### src/rtl/mini_src_pkg.sv
// Mini-SRC shared definitions: instruction opcodes (IR[31:27]), ALU function codes,
// the opcode-to-ALU-function mapping and the control sequencer state encoding.
package mini_src_pkg;

  // Instruction opcodes
  localparam logic [4:0] OP_LD   = 5'b00000;
  localparam logic [4:0] OP_LDI  = 5'b00001;
  localparam logic [4:0] OP_ST   = 5'b00010;
  localparam logic [4:0] OP_ADD  = 5'b00011;
  localparam logic [4:0] OP_SUB  = 5'b00100;
  localparam logic [4:0] OP_AND  = 5'b00101;
  localparam logic [4:0] OP_OR   = 5'b00110;
  localparam logic [4:0] OP_ROR  = 5'b00111;
  localparam logic [4:0] OP_ROL  = 5'b01000;
  localparam logic [4:0] OP_SHR  = 5'b01001;
  localparam logic [4:0] OP_SHRA = 5'b01010;
  localparam logic [4:0] OP_SHL  = 5'b01011;
  localparam logic [4:0] OP_ADDI = 5'b01100;
  localparam logic [4:0] OP_ANDI = 5'b01101;
  localparam logic [4:0] OP_ORI  = 5'b01110;
  localparam logic [4:0] OP_DIV  = 5'b01111;
  localparam logic [4:0] OP_MUL  = 5'b10000;
  localparam logic [4:0] OP_NEG  = 5'b10001;
  localparam logic [4:0] OP_NOT  = 5'b10010;
  localparam logic [4:0] OP_BR   = 5'b10011;
  localparam logic [4:0] OP_JR   = 5'b10100;
  localparam logic [4:0] OP_IN   = 5'b10110;
  localparam logic [4:0] OP_OUT  = 5'b10111;
  localparam logic [4:0] OP_MFHI = 5'b11000;
  localparam logic [4:0] OP_MFLO = 5'b11001;
  localparam logic [4:0] OP_NOP  = 5'b11010;
  localparam logic [4:0] OP_HALT = 5'b11011;

  // ALU function codes
  localparam logic [4:0] ALU_NONE = 5'b00000;
  localparam logic [4:0] ALU_AND  = 5'b00001;
  localparam logic [4:0] ALU_OR   = 5'b00010;
  localparam logic [4:0] ALU_SUB  = 5'b00011;
  localparam logic [4:0] ALU_ADD  = 5'b00100;
  localparam logic [4:0] ALU_SHR  = 5'b00101;
  localparam logic [4:0] ALU_SHRA = 5'b00110;
  localparam logic [4:0] ALU_SHL  = 5'b00111;
  localparam logic [4:0] ALU_ROR  = 5'b01000;
  localparam logic [4:0] ALU_ROL  = 5'b01001;
  localparam logic [4:0] ALU_MUL  = 5'b01010;
  localparam logic [4:0] ALU_DIV  = 5'b01011;
  localparam logic [4:0] ALU_NEG  = 5'b01100;
  localparam logic [4:0] ALU_NOT  = 5'b01101;

  // Sequencer states (plain constants so legacy code can compare against them)
  typedef logic [3:0] state_t;
  localparam state_t S_RST  = 4'd0;
  localparam state_t S_T0   = 4'd1;
  localparam state_t S_T1   = 4'd2;
  localparam state_t S_T2   = 4'd3;
  localparam state_t S_T3   = 4'd4;
  localparam state_t S_T4   = 4'd5;
  localparam state_t S_T5   = 4'd6;
  localparam state_t S_T6   = 4'd7;
  localparam state_t S_T7   = 4'd8;
  localparam state_t S_HALT = 4'd9;

  // ALU function selected by an arithmetic/logic opcode; immediates share the
  // function of their register-register counterpart.
  function automatic logic [4:0] alu(input logic [4:0] opcode);
    case (opcode)
      OP_ADD, OP_ADDI: alu = ALU_ADD;
      OP_SUB:          alu = ALU_SUB;
      OP_AND, OP_ANDI: alu = ALU_AND;
      OP_OR,  OP_ORI:  alu = ALU_OR;
      OP_ROR:          alu = ALU_ROR;
      OP_ROL:          alu = ALU_ROL;
      OP_SHR:          alu = ALU_SHR;
      OP_SHRA:         alu = ALU_SHRA;
      OP_SHL:          alu = ALU_SHL;
      OP_MUL:          alu = ALU_MUL;
      OP_DIV:          alu = ALU_DIV;
      OP_NEG:          alu = ALU_NEG;
      OP_NOT:          alu = ALU_NOT;
      default:         alu = ALU_NONE;
    endcase
  endfunction

endpackage

### src/rtl/control_unit.sv
// Mini-SRC control sequencer (Moore). Fetches an instruction in T0-T2, decodes IR[31:27]
// at the end of T2 and walks the execute micro-steps T3-T7, one step per Clock.
// Ports:
//   Clock, Clear (async active-low), IR (instruction register), CON_Out (branch condition)
//   register loads : PCin IRin HIin LOin ZHighin ZLowin MARin MDRin OutPort Yin
//   bus drives     : PCout HIout LOout ZHighout ZLowout InPort MDRout Cout
//   reg file       : Gra Grb Grc Rin Rout BAout
//   memory / misc  : Read Write IncPC CON_In, OP (ALU function), Run (executing)
module control_unit #(
  parameter logic [4:0] ALU_ADD = mini_src_pkg::ALU_ADD
) (
  input  logic        Clock,
  input  logic        Clear,
  input  logic [31:0] IR,
  input  logic        CON_Out,
  output logic        PCin,
  output logic        IRin,
  output logic        HIin,
  output logic        LOin,
  output logic        ZHighin,
  output logic        ZLowin,
  output logic        MARin,
  output logic        MDRin,
  output logic        OutPort,
  output logic        Yin,
  output logic        PCout,
  output logic        HIout,
  output logic        LOout,
  output logic        ZHighout,
  output logic        ZLowout,
  output logic        InPort,
  output logic        MDRout,
  output logic        Cout,
  output logic        Gra,
  output logic        Grb,
  output logic        Grc,
  output logic        Rin,
  output logic        Rout,
  output logic        BAout,
  output logic        Read,
  output logic        Write,
  output logic        IncPC,
  output logic        CON_In,
  output logic [4:0]  OP,
  output logic        Run
);
  import mini_src_pkg::*;

  state_t     state_q, state_d;
  logic [4:0] opcode;
  logic       unused_ir;

  assign opcode    = IR[31:27];
  assign unused_ir = ^IR[26:0];

  // Final execute step of each instruction; nop, halt and unlisted opcodes end at T2.
  function automatic state_t last_step(input logic [4:0] opc);
    case (opc)
      OP_LD, OP_ST:                                        last_step = S_T7;
      OP_MUL, OP_DIV, OP_BR:                               last_step = S_T6;
      OP_LDI, OP_ADD, OP_SUB, OP_AND, OP_OR, OP_ROR, OP_ROL,
      OP_SHR, OP_SHRA, OP_SHL, OP_ADDI, OP_ANDI, OP_ORI:   last_step = S_T5;
      OP_NEG, OP_NOT:                                      last_step = S_T4;
      OP_JR, OP_MFHI, OP_MFLO, OP_IN, OP_OUT:              last_step = S_T3;
      default:                                             last_step = S_T2;
    endcase
  endfunction

  always_ff @(posedge Clock or negedge Clear) begin
    if (!Clear) begin
      state_q <= S_RST;
    end else begin
      state_q <= state_d;
    end
  end

  always_comb begin
    state_d = state_q;
    if (state_q == S_RST) begin
      state_d = S_T0;
    end else if (state_q == S_HALT) begin
      state_d = S_HALT;
    end else if (state_q >= S_T0 && state_q <= S_T7) begin
      if (state_q == S_T2 && opcode == OP_HALT) begin
        state_d = S_HALT;
      end else if (state_q == last_step(opcode)) begin
        state_d = S_T0;
      end else begin
        state_d = state_q + 4'd1;
      end
    end else begin
      state_d = S_RST;
    end
  end

  always_comb begin
    PCin = 1'b0;  IRin = 1'b0;  HIin = 1'b0;   LOin = 1'b0;    ZHighin = 1'b0;
    ZLowin = 1'b0; MARin = 1'b0; MDRin = 1'b0; OutPort = 1'b0; Yin = 1'b0;
    PCout = 1'b0; HIout = 1'b0; LOout = 1'b0;  ZHighout = 1'b0; ZLowout = 1'b0;
    InPort = 1'b0; MDRout = 1'b0; Cout = 1'b0;
    Gra = 1'b0;   Grb = 1'b0;   Grc = 1'b0;    Rin = 1'b0;     Rout = 1'b0;   BAout = 1'b0;
    Read = 1'b0;  Write = 1'b0; IncPC = 1'b0;  CON_In = 1'b0;
    OP = 5'b00000;
    Run = (state_q >= S_T0) && (state_q <= S_T7);

    case (state_q)
      S_T0: begin PCout = 1'b1; MARin = 1'b1; IncPC = 1'b1; end
      S_T1: begin Read = 1'b1; MDRin = 1'b1; end
      S_T2: begin MDRout = 1'b1; IRin = 1'b1; end
      S_T3: begin
        case (opcode)
          OP_LD, OP_LDI, OP_ST: begin Grb = 1'b1; BAout = 1'b1; Yin = 1'b1; end
          OP_ADD, OP_SUB, OP_AND, OP_OR, OP_ROR, OP_ROL, OP_SHR, OP_SHRA, OP_SHL,
          OP_ADDI, OP_ANDI, OP_ORI: begin Grb = 1'b1; Rout = 1'b1; Yin = 1'b1; end
          OP_NEG, OP_NOT: begin
            Grb = 1'b1; Rout = 1'b1; OP = alu(opcode); ZHighin = 1'b1; ZLowin = 1'b1;
          end
          OP_MUL, OP_DIV: begin Gra = 1'b1; Rout = 1'b1; Yin = 1'b1; end
          OP_BR:   begin Gra = 1'b1; Rout = 1'b1; CON_In = 1'b1; end
          OP_JR:   begin Gra = 1'b1; Rout = 1'b1; PCin = 1'b1; end
          OP_MFHI: begin HIout = 1'b1; Gra = 1'b1; Rin = 1'b1; end
          OP_MFLO: begin LOout = 1'b1; Gra = 1'b1; Rin = 1'b1; end
          OP_IN:   begin InPort = 1'b1; Gra = 1'b1; Rin = 1'b1; end
          OP_OUT:  begin Gra = 1'b1; Rout = 1'b1; OutPort = 1'b1; end
          default: ;
        endcase
      end
      S_T4: begin
        case (opcode)
          OP_LD, OP_LDI, OP_ST: begin
            Cout = 1'b1; OP = ALU_ADD; ZHighin = 1'b1; ZLowin = 1'b1;
          end
          OP_ADD, OP_SUB, OP_AND, OP_OR, OP_ROR, OP_ROL, OP_SHR, OP_SHRA, OP_SHL: begin
            Grc = 1'b1; Rout = 1'b1; OP = alu(opcode); ZHighin = 1'b1; ZLowin = 1'b1;
          end
          OP_ADDI, OP_ANDI, OP_ORI: begin
            Cout = 1'b1; OP = alu(opcode); ZHighin = 1'b1; ZLowin = 1'b1;
          end
          OP_NEG, OP_NOT: begin ZLowout = 1'b1; Gra = 1'b1; Rin = 1'b1; end
          OP_MUL, OP_DIV: begin
            Grb = 1'b1; Rout = 1'b1; OP = alu(opcode); ZHighin = 1'b1; ZLowin = 1'b1;
          end
          OP_BR: begin PCout = 1'b1; Yin = 1'b1; end
          default: ;
        endcase
      end
      S_T5: begin
        case (opcode)
          OP_LD, OP_ST: begin ZLowout = 1'b1; MARin = 1'b1; end
          OP_LDI, OP_ADD, OP_SUB, OP_AND, OP_OR, OP_ROR, OP_ROL, OP_SHR, OP_SHRA, OP_SHL,
          OP_ADDI, OP_ANDI, OP_ORI: begin ZLowout = 1'b1; Gra = 1'b1; Rin = 1'b1; end
          OP_MUL, OP_DIV: begin ZLowout = 1'b1; LOin = 1'b1; end
          OP_BR: begin Cout = 1'b1; OP = ALU_ADD; ZHighin = 1'b1; ZLowin = 1'b1; end
          default: ;
        endcase
      end
      S_T6: begin
        case (opcode)
          OP_LD:          begin Read = 1'b1; MDRin = 1'b1; end
          OP_ST:          begin Gra = 1'b1; Rout = 1'b1; MDRin = 1'b1; end
          OP_MUL, OP_DIV: begin ZHighout = 1'b1; HIin = 1'b1; end
          // Step is spent even when not taken so branch timing is fixed.
          OP_BR:          begin ZLowout = CON_Out; PCin = CON_Out; end
          default: ;
        endcase
      end
      S_T7: begin
        case (opcode)
          OP_LD:   begin MDRout = 1'b1; Gra = 1'b1; Rin = 1'b1; end
          OP_ST:   Write = 1'b1;
          default: ;
        endcase
      end
      default: ;
    endcase
  end

endmodule

### config.mk
export PLATFORM = sky130hd
export DESIGN_NAME = control_unit
export DESIGN_NICKNAME = d
export VERILOG_FILES = /design/src/rtl/mini_src_pkg.sv /design/src/rtl/control_unit.sv
export SDC_FILE = /design/constraint.sdc
export NUM_CORES = 1
export LEC_CHECK = 0
export BUFFER_PORTS_ARGS = -buffer_cell sky130_fd_sc_hd__clkbuf_2
export CAP_MARGIN = 20
export CORE_ASPECT_RATIO = 0.75
export CORE_MARGIN = 8
export CORE_UTILIZATION = 30
export CTS_CLUSTER_DIAMETER = 100
export DETAILED_ROUTE_END_ITERATION = 7
export SYNTH_ARGS = -nofsm -noshare
export SYNTH_HDL_FRONTEND = slang
export SYNTH_SLANG_ARGS = --single-unit
### constraint.sdc
create_clock -name Clock -period 4.05 [get_ports Clock]
set_input_delay 0.81 -clock Clock [delete_from_list [all_inputs] [get_ports Clock]]
set_output_delay 0.81 -clock Clock [all_outputs]
set_load 0.1 [all_outputs]
Word-level counts from Yosys, hierarchy flattened
Memories as Yosys holds them, arrays and structs flattened.
Index checks and enable logic that the tools add are counted.
{"block": "totals", "reg_bits": 4, "mem_bits_ro": 640, "input_bits": 35, "mem_count": 5}
{"memory": "(no name shown)", "words": 32, "width": 4, "read_ports": 1, "rd_clocked_by_memory_dff": 0, "write_ports": 0, "line": "control_unit.sv:58", "rtl": "case (opc)"}
{"memory": "(no name shown)", "words": 32, "width": 4, "read_ports": 1, "rd_clocked_by_memory_dff": 0, "write_ports": 0, "line": "mini_src_pkg.sv:66", "rtl": "case (opcode)"}
{"memory": "(no name shown)", "words": 32, "width": 4, "read_ports": 1, "rd_clocked_by_memory_dff": 0, "write_ports": 0, "line": "mini_src_pkg.sv:66"}
{"memory": "(no name shown)", "words": 32, "width": 4, "read_ports": 1, "rd_clocked_by_memory_dff": 0, "write_ports": 0, "line": "mini_src_pkg.sv:66"}
{"memory": "(no name shown)", "words": 32, "width": 4, "read_ports": 1, "rd_clocked_by_memory_dff": 0, "write_ports": 0, "line": "mini_src_pkg.sv:66"}
{"block": "op_classes", "addsub": 1, "n_lt_le_gt_ge": 2, "eq_ne": 35, "n_mux": 61, "n_reduce_logical": 18}
{"cell": "$eq A5 B5 Y1 const B", "count": 10}
{"cell": "$eq A5 B4 Y1 const B", "count": 8}
{"cell": "$mux W4", "count": 9}
{"cell": "$mux W1", "count": 34}
{"cell": "$reduce_or A17 Y1", "count": 2}
{"cell": "$eq A5 B3 Y1 const B", "count": 4}
{"cell": "$pmux W5 S4", "count": 1}
{"cell": "$reduce_or A19 Y1", "count": 1}
{"cell": "$pmux W1 S2", "count": 9}
{"cell": "$eq A4 B3 Y1 const B", "count": 4}
{"cell": "$pmux W5 S3", "count": 1}
{"cell": "$reduce_or A13 Y1", "count": 1}
{"cell": "$reduce_or A11 Y1", "count": 1}
{"cell": "$eq A5 B2 Y1 const B", "count": 2}
{"cell": "$pmux W1 S3", "count": 3}
{"cell": "$reduce_or A3 Y1", "count": 3}
{"cell": "$reduce_or A9 Y1", "count": 1}
{"cell": "$eq A4 B2 Y1 const B", "count": 2}
{"cell": "$eq A4 B4 Y1 const B", "count": 2}
{"cell": "$reduce_or A8 Y1", "count": 1}
{"cell": "$reduce_or A2 Y1", "count": 3}
{"cell": "$reduce_or A6 Y1", "count": 1}
{"cell": "$eq A5 B1 Y1 const B", "count": 1}
{"cell": "$logic_not A5 Y1", "count": 1}
{"cell": "11 further kinds", "count": 12}

Depth between registers and ports, before layout
Gate-level depths: netlist of the first run.
{"block": "logic_depth", "word_depth": 12, "mapped_depth": 9, "depth_no_buf": 7}

Worst setup path before layout of the first run
Ideal clock, no wire load.
{"block": "synth_path", "path_kind": "input to output", "start": "input port IR[31]", "end": "output port MARin", "arrival_time_ps": 4462, "t_required_ps": 3240, "path_slack_ps": -1222, "stages": 4, "path_buffers": 3, "path_cell_list": "buf_4 -> buf_2 -> buf_2 -> o41ai_1"}
{"block": "synth_via", "elab_chain_cells": 4, "elab_cells_between_ends": 5}
{"element": "start: declaration", "line": "control_unit.sv:14", "rtl": "input logic [31:0] IR,"}
{"element": "$eq A5 B2 Y1 or $logic_not A5 Y1 (tied branches)", "line": "control_unit.sv:148", "rtl": "case (opcode)"}
{"element": "$reduce_or A2 Y1 (no line) (*)"}
{"element": "$mux W1 (*)", "line": "control_unit.sv:148"}
{"element": "$pmux W1 S2 (*)", "line": "control_unit.sv:106", "rtl": "case (state_q)"}
{"element": "end: declaration", "line": "control_unit.sv:22", "rtl": "output logic MARin,"}
Every way passes the cells marked *; elsewhere a longest branch is shown, timed or not.

Worst setup path in the final report of the first run
{"block": "layout_path", "start": "input port IR[27]", "end": "output port ZLowin"}
{"block": "layout_via", "elab_chain_cells": 4, "elab_cells_between_ends": 26}
{"element": "$eq A5 B2 Y1, or another cell as far along", "line": "control_unit.sv:129", "rtl": "case (opcode)"}
{"element": "$reduce_or A17 Y1 (no line) or $reduce_or A2 Y1 (tied branches)"}
{"element": "$mux W1, on equally long branches", "line": "control_unit.sv:129, control_unit.sv:111"}
{"element": "$pmux W1 S3 (*)", "line": "control_unit.sv:106"}
{"element": "end: declaration", "line": "control_unit.sv:21", "rtl": "output logic ZLowin,"}
Marked as above.

==> run_results.csv, run 1 <==
group,metric,value,unit
floorplanning,ios,69,
sta,rsz0062_at_grt,"no",
synth,syn_nets,256,
cells_and_area,n_fill_cell,512,
clock_tree,clkTransAtPathRegs,30,ps
sta,finalMaxSlewViolations,0,
routing,vias,1667,
worst_setup_path,cp.depth,9,
placement,placedCellCount,296,
synth,synth-seq-cells,4,
sta,fmax,0.2728,GHz
worst_setup_path,crit_slowest_cell,"or3_4",
power,ir_drop,0.0003608,V
routing,drt_iter0_drc,195,
floorplanning,initial_core_util,0.3099,
clock_tree,cts_tree,"yes",
worst_setup_path,critPathTopFamily,"buffers and inverters",
synth,avgSynthCellArea,7.184,sq um
sta,setup_violations,0,
sta,slew_headroom,0.5549,
clock_tree,cts_resized,0,
worst_setup_path,critPathLaunchType,"primary input",
cells_and_area,utilization,0.3815,
floorplanning,die_w,97.69,um
cells_and_area,multi_input_area,1282,sq um
routing,ant_nets,0,
synth,synth_cell_type_count,64,
placement,io_buffers,40,
cells_and_area,fin_cells,299,
cells_and_area,area_growth,23.08,%
synth,yosysWarnings,0,
worst_setup_path,end_kind,"output port",
cells_and_area,antenna_cells,0,
floorplanning,coreArea,4845,sq um
sta,finClkSkew,2.215,ps
grt,grt_antenna_before_repair,0,
grt,grt_overflow,0,
cells_and_area,reg.largest.list,"state_q: 4 flops",
worst_setup_path,r2r_setup_slack,2120,ps
placement,place.gp.congestion,0.8938,
worst_hold_path,hp-class,"in2async",
grt,grt_util_all_layers,0.1185,
run,cap_violations,0,
worst_setup_path,crit_top_cell,"clkbuf_2",
cells_and_area,layout.area.seq,100.1,sq um
routing,wl,4755,um
floorplanning,die_area,7548,sq um
clock_tree,ctsHoldBuffers,0,
worst_setup_path,path_max_fanout,6,
sta,tightest_slew,662.5,ps
cells_and_area,largest_reg_flops,4,
power,p_leak,0.8222,nW
worst_setup_path,reg2reg_from,"state_q[0]$_DFF_PN0_",
worst_setup_path,worst-path-buf-inv,3,
grt,grt_pass1_wl,7693,um
worst_setup_path,critPathRequiredTime,3240,ps
grt,grt_pass1_vias,1522,
synth,ys_seq_area_frac,0.06667,
worst_setup_path,worstPathArrival,2860,ps
cells_and_area,regMostFlops,"state_q",
worst_setup_path,timing.rr.end,"state_q[0]$_DFF_PN0_",
run_status,status,"finished, final reports clean",
routing,wl_per_cell,15.90,um
sta,finalHoldViolCount,0,
worst_setup_path,r2r_cells,6,
clock_tree,cts_setup_buffers,0,
worst_setup_path,slowest_delay,420,ps
floorplanning,die_h,77.27,um
routing,dr.pass1.iters,4,
clock_tree,cts.htree.levels,1,
power,p_per_area,590.7,nW/um^2
synth,synth_ff_type,"dfrtp_1",
synth,synth-async-reset-ratio,1.000,
worst_setup_path,crit_chain,"clkbuf_2 > inv_1 > ha_1 > or3_4 > a21oi_2 > o21ai_2 > a222oi_1 > nor2_2 > clkbuf_2",
sta,timing.final.crit_share,0.9050,
clock_tree,cts_buffers,3,
grt,grt_max_degree,25,
floorplanning,rows,22,
routing,avgViaCountPerCell,5.575,
cells_and_area,nets,288,
routing,drt_drc_violations_left,0,
synth,syn_inst,209,
placement,hpwl,3744,um
worst_setup_path,crit_start,"IR[27]",
clock_tree,worstSkewPairLatency,210,ps
worst_setup_path,crit_type,"in2out",
clock_tree,clockBufferDepth,2,
sta,fin_crit,3665,ps
clock_tree,cts_root_buf,"clkbuf_8",
sta,tns,0,ps
cells_and_area,drive_above_1_share,0.2971,
sta,whs,394.5,ps
clock_tree,cts.sinks,4,
synth,synth_edf_count,0,
synth,synth_area,1501,sq um
worst_setup_path,crit_path_end,"ZLowin",
## metal layers
layer / global-route usage / wire (um) / part of all wire / vias up
li1: - / - / - / 824
met2: 0.1783 / 2015 / 0.42 / 64
met3: 0.01522 / 342 / 0.072 / 4
met4: 0.02262 / 23 / 0.0048 / 0
met1: 0.1729 / 2373 / 0.50 / 775
met5: 0 / 0 / 0 / -
## cell type report
type                    count  area share
multi-input cells         178      0.6940
repair buffers             45      0.1706
flip-flops and latches      4     0.05416
well taps                  60     0.04062
clock buffers               3     0.02234
inverters                   9     0.01828
## how the worst min path moves through the flow
stage	startpoint	to	cells after the start	slack, ps
6_report	Clear	state_q[2]$_DFF_PN0_	1	390
2_1_floorplan	Clear	state_q[0]$_DFF_PN0_	0	510
5_1_grt	Clear	state_q[3]$_DFF_PN0_	1	400
3_5_place_dp	Clear	state_q[3]$_DFF_PN0_	1	620
3_3_place_gp	Clear	state_q[3]$_DFF_PN0_	1	620
4_1_cts	Clear	state_q[2]$_DFF_PN0_	1	390
## logic make-up (layout without fill, tap and decap cells)
| logic type | count (synthesis) | after routing | share of synthesized area |
|---|---|---|---|
| adders and majority gates | 12 | 12 | 0.1000 |
| buffers and inverters | 27 | 57 | 0.1025 |
| DFF | 4 | 4 | 0.06667 |
| other | 1 | 1 | 0.002498 |
| muxes | 1 | 1 | 0.006667 |
| AOI/OAI and AO/OA | 67 | 67 | 0.3258 |
| and+or+nand+nor | 95 | 95 | 0.3842 |
| xor gates and xnor gates | 2 | 2 | 0.01167 |
## through the flow
stage               power [W]  setup WS (ps)  area, sq um
finish               0.001092          384.9         1848
global route         0.001161          194.9         1848
CTS                  0.001094          406.6         1848
detailed placement   0.001008          412.3         1807
global placement     0.001007          403.5         1807
floorplan           0.0008674          4.095         1536
## where the power goes
| part | switching, W | total [W] | internal [W] |
|---|---|---|---|
| combinational | 0.000686 | 0.000903 | 0.000217 |
| clock | 0.0000185 | 0.0000816 | 0.0000632 |
| sequential | 0.0000487 | 0.000107 | 0.0000584 |
| total | 0.000753 | 0.00109 | 0.000339 |
## cells in the mapped netlist (all sizes together), types with 2 or more instances
master,n,area share
a31oi,4,0.017
nor3,5,0.028
a21oi,14,0.049
dfrtp,4,0.067
o211ai,2,0.010
a311oi,2,0.012
nand3b,2,0.010
and3b,2,0.014
o22ai,4,0.017
a32oi,2,0.024
and2,8,0.033
o21a,2,0.010
or3,4,0.020
clkbuf,4,0.010
buf,14,0.070
nor4b,2,0.022
and3,6,0.025
inv,9,0.022
o22a,2,0.012
nand2b,5,0.021
ha,12,0.10
a221oi,4,0.032
nand3,6,0.020
nor2b,8,0.033
o21ai,19,0.066
a21o,2,0.010
nand2,22,0.055
or2,2,0.010
nor2,16,0.045
a2bb2oi,2,0.012
## cells in the final DEF (no fill, tap or decap), types with 2 or more instances in the layout
cell type	Yosys	routed
a21o_1	2	2
a21oi_1	13	11
a21oi_2	1	3
a221oi_1	2	2
a2bb2oi_1	2	2
a311oi_1	2	2
a31oi_1	4	4
and2_1	8	8
and3_1	6	6
buf_12	0	5
buf_4	4	6
clkbuf_2	0	34
clkbuf_8	0	3
dfrtp_1	4	4
ha_1	12	12
inv_1	8	8
nand2_1	22	22
nand2b_1	5	5
nand3_1	6	6
nand3b_1	2	2
nor2_1	15	14
nor2b_1	8	8
nor3_1	3	3
o211ai_1	2	2
o21a_1	2	2
o21ai_0	16	14
o21ai_1	2	4
o22a_1	2	2
o22ai_1	4	3
or3_1	3	3
(Power assumes the default switching activity.)
==> run 2, diff against run 1 <==
Settings changed: RECOVER_POWER set to 50.
==> run_results.csv, run 2 (same netlist as run 1, synthesis figures left out) <==
group,metric,value,unit
run_status,status,"finished, final reports clean",
floorplanning,die_w,97.69,um
worst_setup_path,worstPathArrival,2950,ps
worst_setup_path,crit_type,"in2out",
power,pwr-share-clk,0.076,
worst_setup_path,crit_chain,"clkbuf_2 > nor3_1 > and3_1 > buf_1",
sta,finalMaxSlewViolations,0,
power,seqPwrFrac,0.100,
worst_setup_path,critPathRequiredTime,3240,ps
floorplanning,rows,22,
sta,layout_setup_ws,290.5,ps
sta,slew_headroom,0.2053,
placement,hpwl,3744,um
routing,wl,4777,um
power,p_leak,0.7680,nW
clock_tree,cts.htree.levels,1,
floorplanning,coreArea,4845,sq um
power,p_per_area,590.8,nW/um^2
run,cap_violations,0,
floorplanning,initial_core_util,0.3099,
power,p_comb_frac,0.824,
routing,vias,1664,
clock_tree,cts_setup_buffers,0,
power,switching_share,0.6974,
clock_tree,cts_tree,"yes",
worst_setup_path,end_kind,"output port",
cells_and_area,fin_cells,299,
cells_and_area,final_cell_mix,"nand2_1, clkbuf_2, nor2_1, o21ai_0",
worst_setup_path,critPathLaunchType,"primary input",
clock_tree,clockBufferDepth,2,
placement,place_ws,412.3,ps
grt,grt_antenna_before_repair,0,
sta,setup_violations,0,
floorplanning,die_h,77.27,um
worst_setup_path,crit_slowest_cell,"buf_1",
clock_tree,ctsHoldBuffers,0,
clock_tree,worstSkewPairLatency,210,ps
power,p_switching,0.0007475,W
cells_and_area,nets,288,
grt,grt_overflow,0,
worst_setup_path,slowest_delay,870,ps
sta,fmax,0.2660,GHz
routing,ant_nets,0,
routing,wl_per_cell,15.98,um
floorplanning,die_area,7548,sq um
routing,drt_iter0_drc,189,
sta,timing.final.crit_share,0.9283,
routing,drt_drc_violations_left,0,
clock_tree,cts_buffers,3,
placement,place.gp.congestion,0.8938,
clock_tree,clkTransAtPathRegs,30,ps
cells_and_area,n_fill_cell,525,
floorplanning,ios,69,
grt,grt_pass1_wl,7693,um
placement,dpl-instance-area,1807,sq um
sta,fin_crit,3759,ps
grt,grt_max_degree,25,
worst_setup_path,path_max_fanout,24,
cells_and_area,antenna_cells,0,
placement,io_buffers,40,
cells_and_area,reg.largest.list,"state_q: 4 flops",
power,ir_drop,0.0003600,V
routing,dr.pass1.iters,4,
power,cell_internal_pwr,0.0003244,W
placement,placedCellCount,296,
clock_tree,cts_root_buf,"clkbuf_8",
cells_and_area,area_growth,20.83,%
cells_and_area,final_cell_area,1814,sq um
grt,grt_pass1_vias,1522,
clock_tree,cts_resized,0,
sta,finClkSkew,2.212,ps
grt,grt_util_all_layers,0.1185,
cells_and_area,regMostFlops,"state_q",
clock_tree,cts.sinks,4,
sta,finalHoldViolCount,0,
worst_hold_path,hp-class,"in2async",
cells_and_area,drive_above_1_share,0.2385,
sta,tightest_slew,1197,ps
sta,rsz0062_at_grt,"no",
cells_and_area,largest_reg_flops,4,
sta,tns,0,ps
routing,avgViaCountPerCell,5.565,
run 2: cell counts in the layout (fill, tap and decap cells not counted):
No cell type changed its count.
run 2: worst paths after layout:
check	from	end	slack [ps]	cells after the start
worst max-delay path	IR[29]	BAout	290	4
worst min-delay path	Clear	state_q[2]$_DFF_PN0_	410	1
worst max register to register	state_q[1]$_DFF_PN0_	state_q[2]$_DFF_PN0_	2120	7
worst min register to register	state_q[1]$_DFF_PN0_	state_q[3]$_DFF_PN0_	840	4
max in group asynchronous	Clear	state_q[0]$_DFF_PN0_	3460	1
min in group Clock	state_q[1]$_DFF_PN0_	state_q[3]$_DFF_PN0_	840	4
run 2: critical path, delay by kind of cell:
| family | cells | cell delay, ps |
|---|---|---|
| buffers and inverters | 2 | 1220 |
| AND/OR/NAND/NOR | 2 | 910 |
run 2: area by class of cell:
type / instances / area [sq um] / share of cell area
Multi-Input combinational cell: 178 / 1267 / 0.6986
Inverter: 9 / 33.78 / 0.01862
Clock buffer: 3 / 41.29 / 0.02276
Timing Repair Buffer: 45 / 296.5 / 0.1634
Tap cell: 60 / 75.07 / 0.04138
Sequential cell: 4 / 100.1 / 0.05517
run 2: stage by stage:
step | total power [W] | hold slack [ps] | util
2_1_floorplan | 0.0008674 | 514.4 | -
3_3_place_gp | 0.001007 | 617.2 | 0.3729
3_5_place_dp | 0.001008 | 618.2 | 0.3729
4_1_cts | 0.001094 | 391.2 | 0.3815
5_1_grt | 0.001142 | 428.2 | 0.3745
6_report | 0.001072 | 414.9 | 0.3745
run 2: power by group through the flow:
stage                     Combinational [W]  Clock [W]  Sequential (W)
after global routing               0.000941  0.0000875        0.000114
after global placement             0.000901          0        0.000106
after CTS                          0.000905  0.0000844        0.000105
final                              0.000883  0.0000816        0.000107
after detailed placement           0.000902          0        0.000106
after floorplan                    0.000788          0       0.0000795
run 2: layer usage:
layer,routed length [um],up-vias,track usage,part of all wire
met5,0,-,0,0
met4,23,0,0.02262,0.0048
met3,296,4,0.01522,0.062
met2,2026,64,0.1783,0.42
met1,2429,775,0.1729,0.51
li1,-,821,-,-
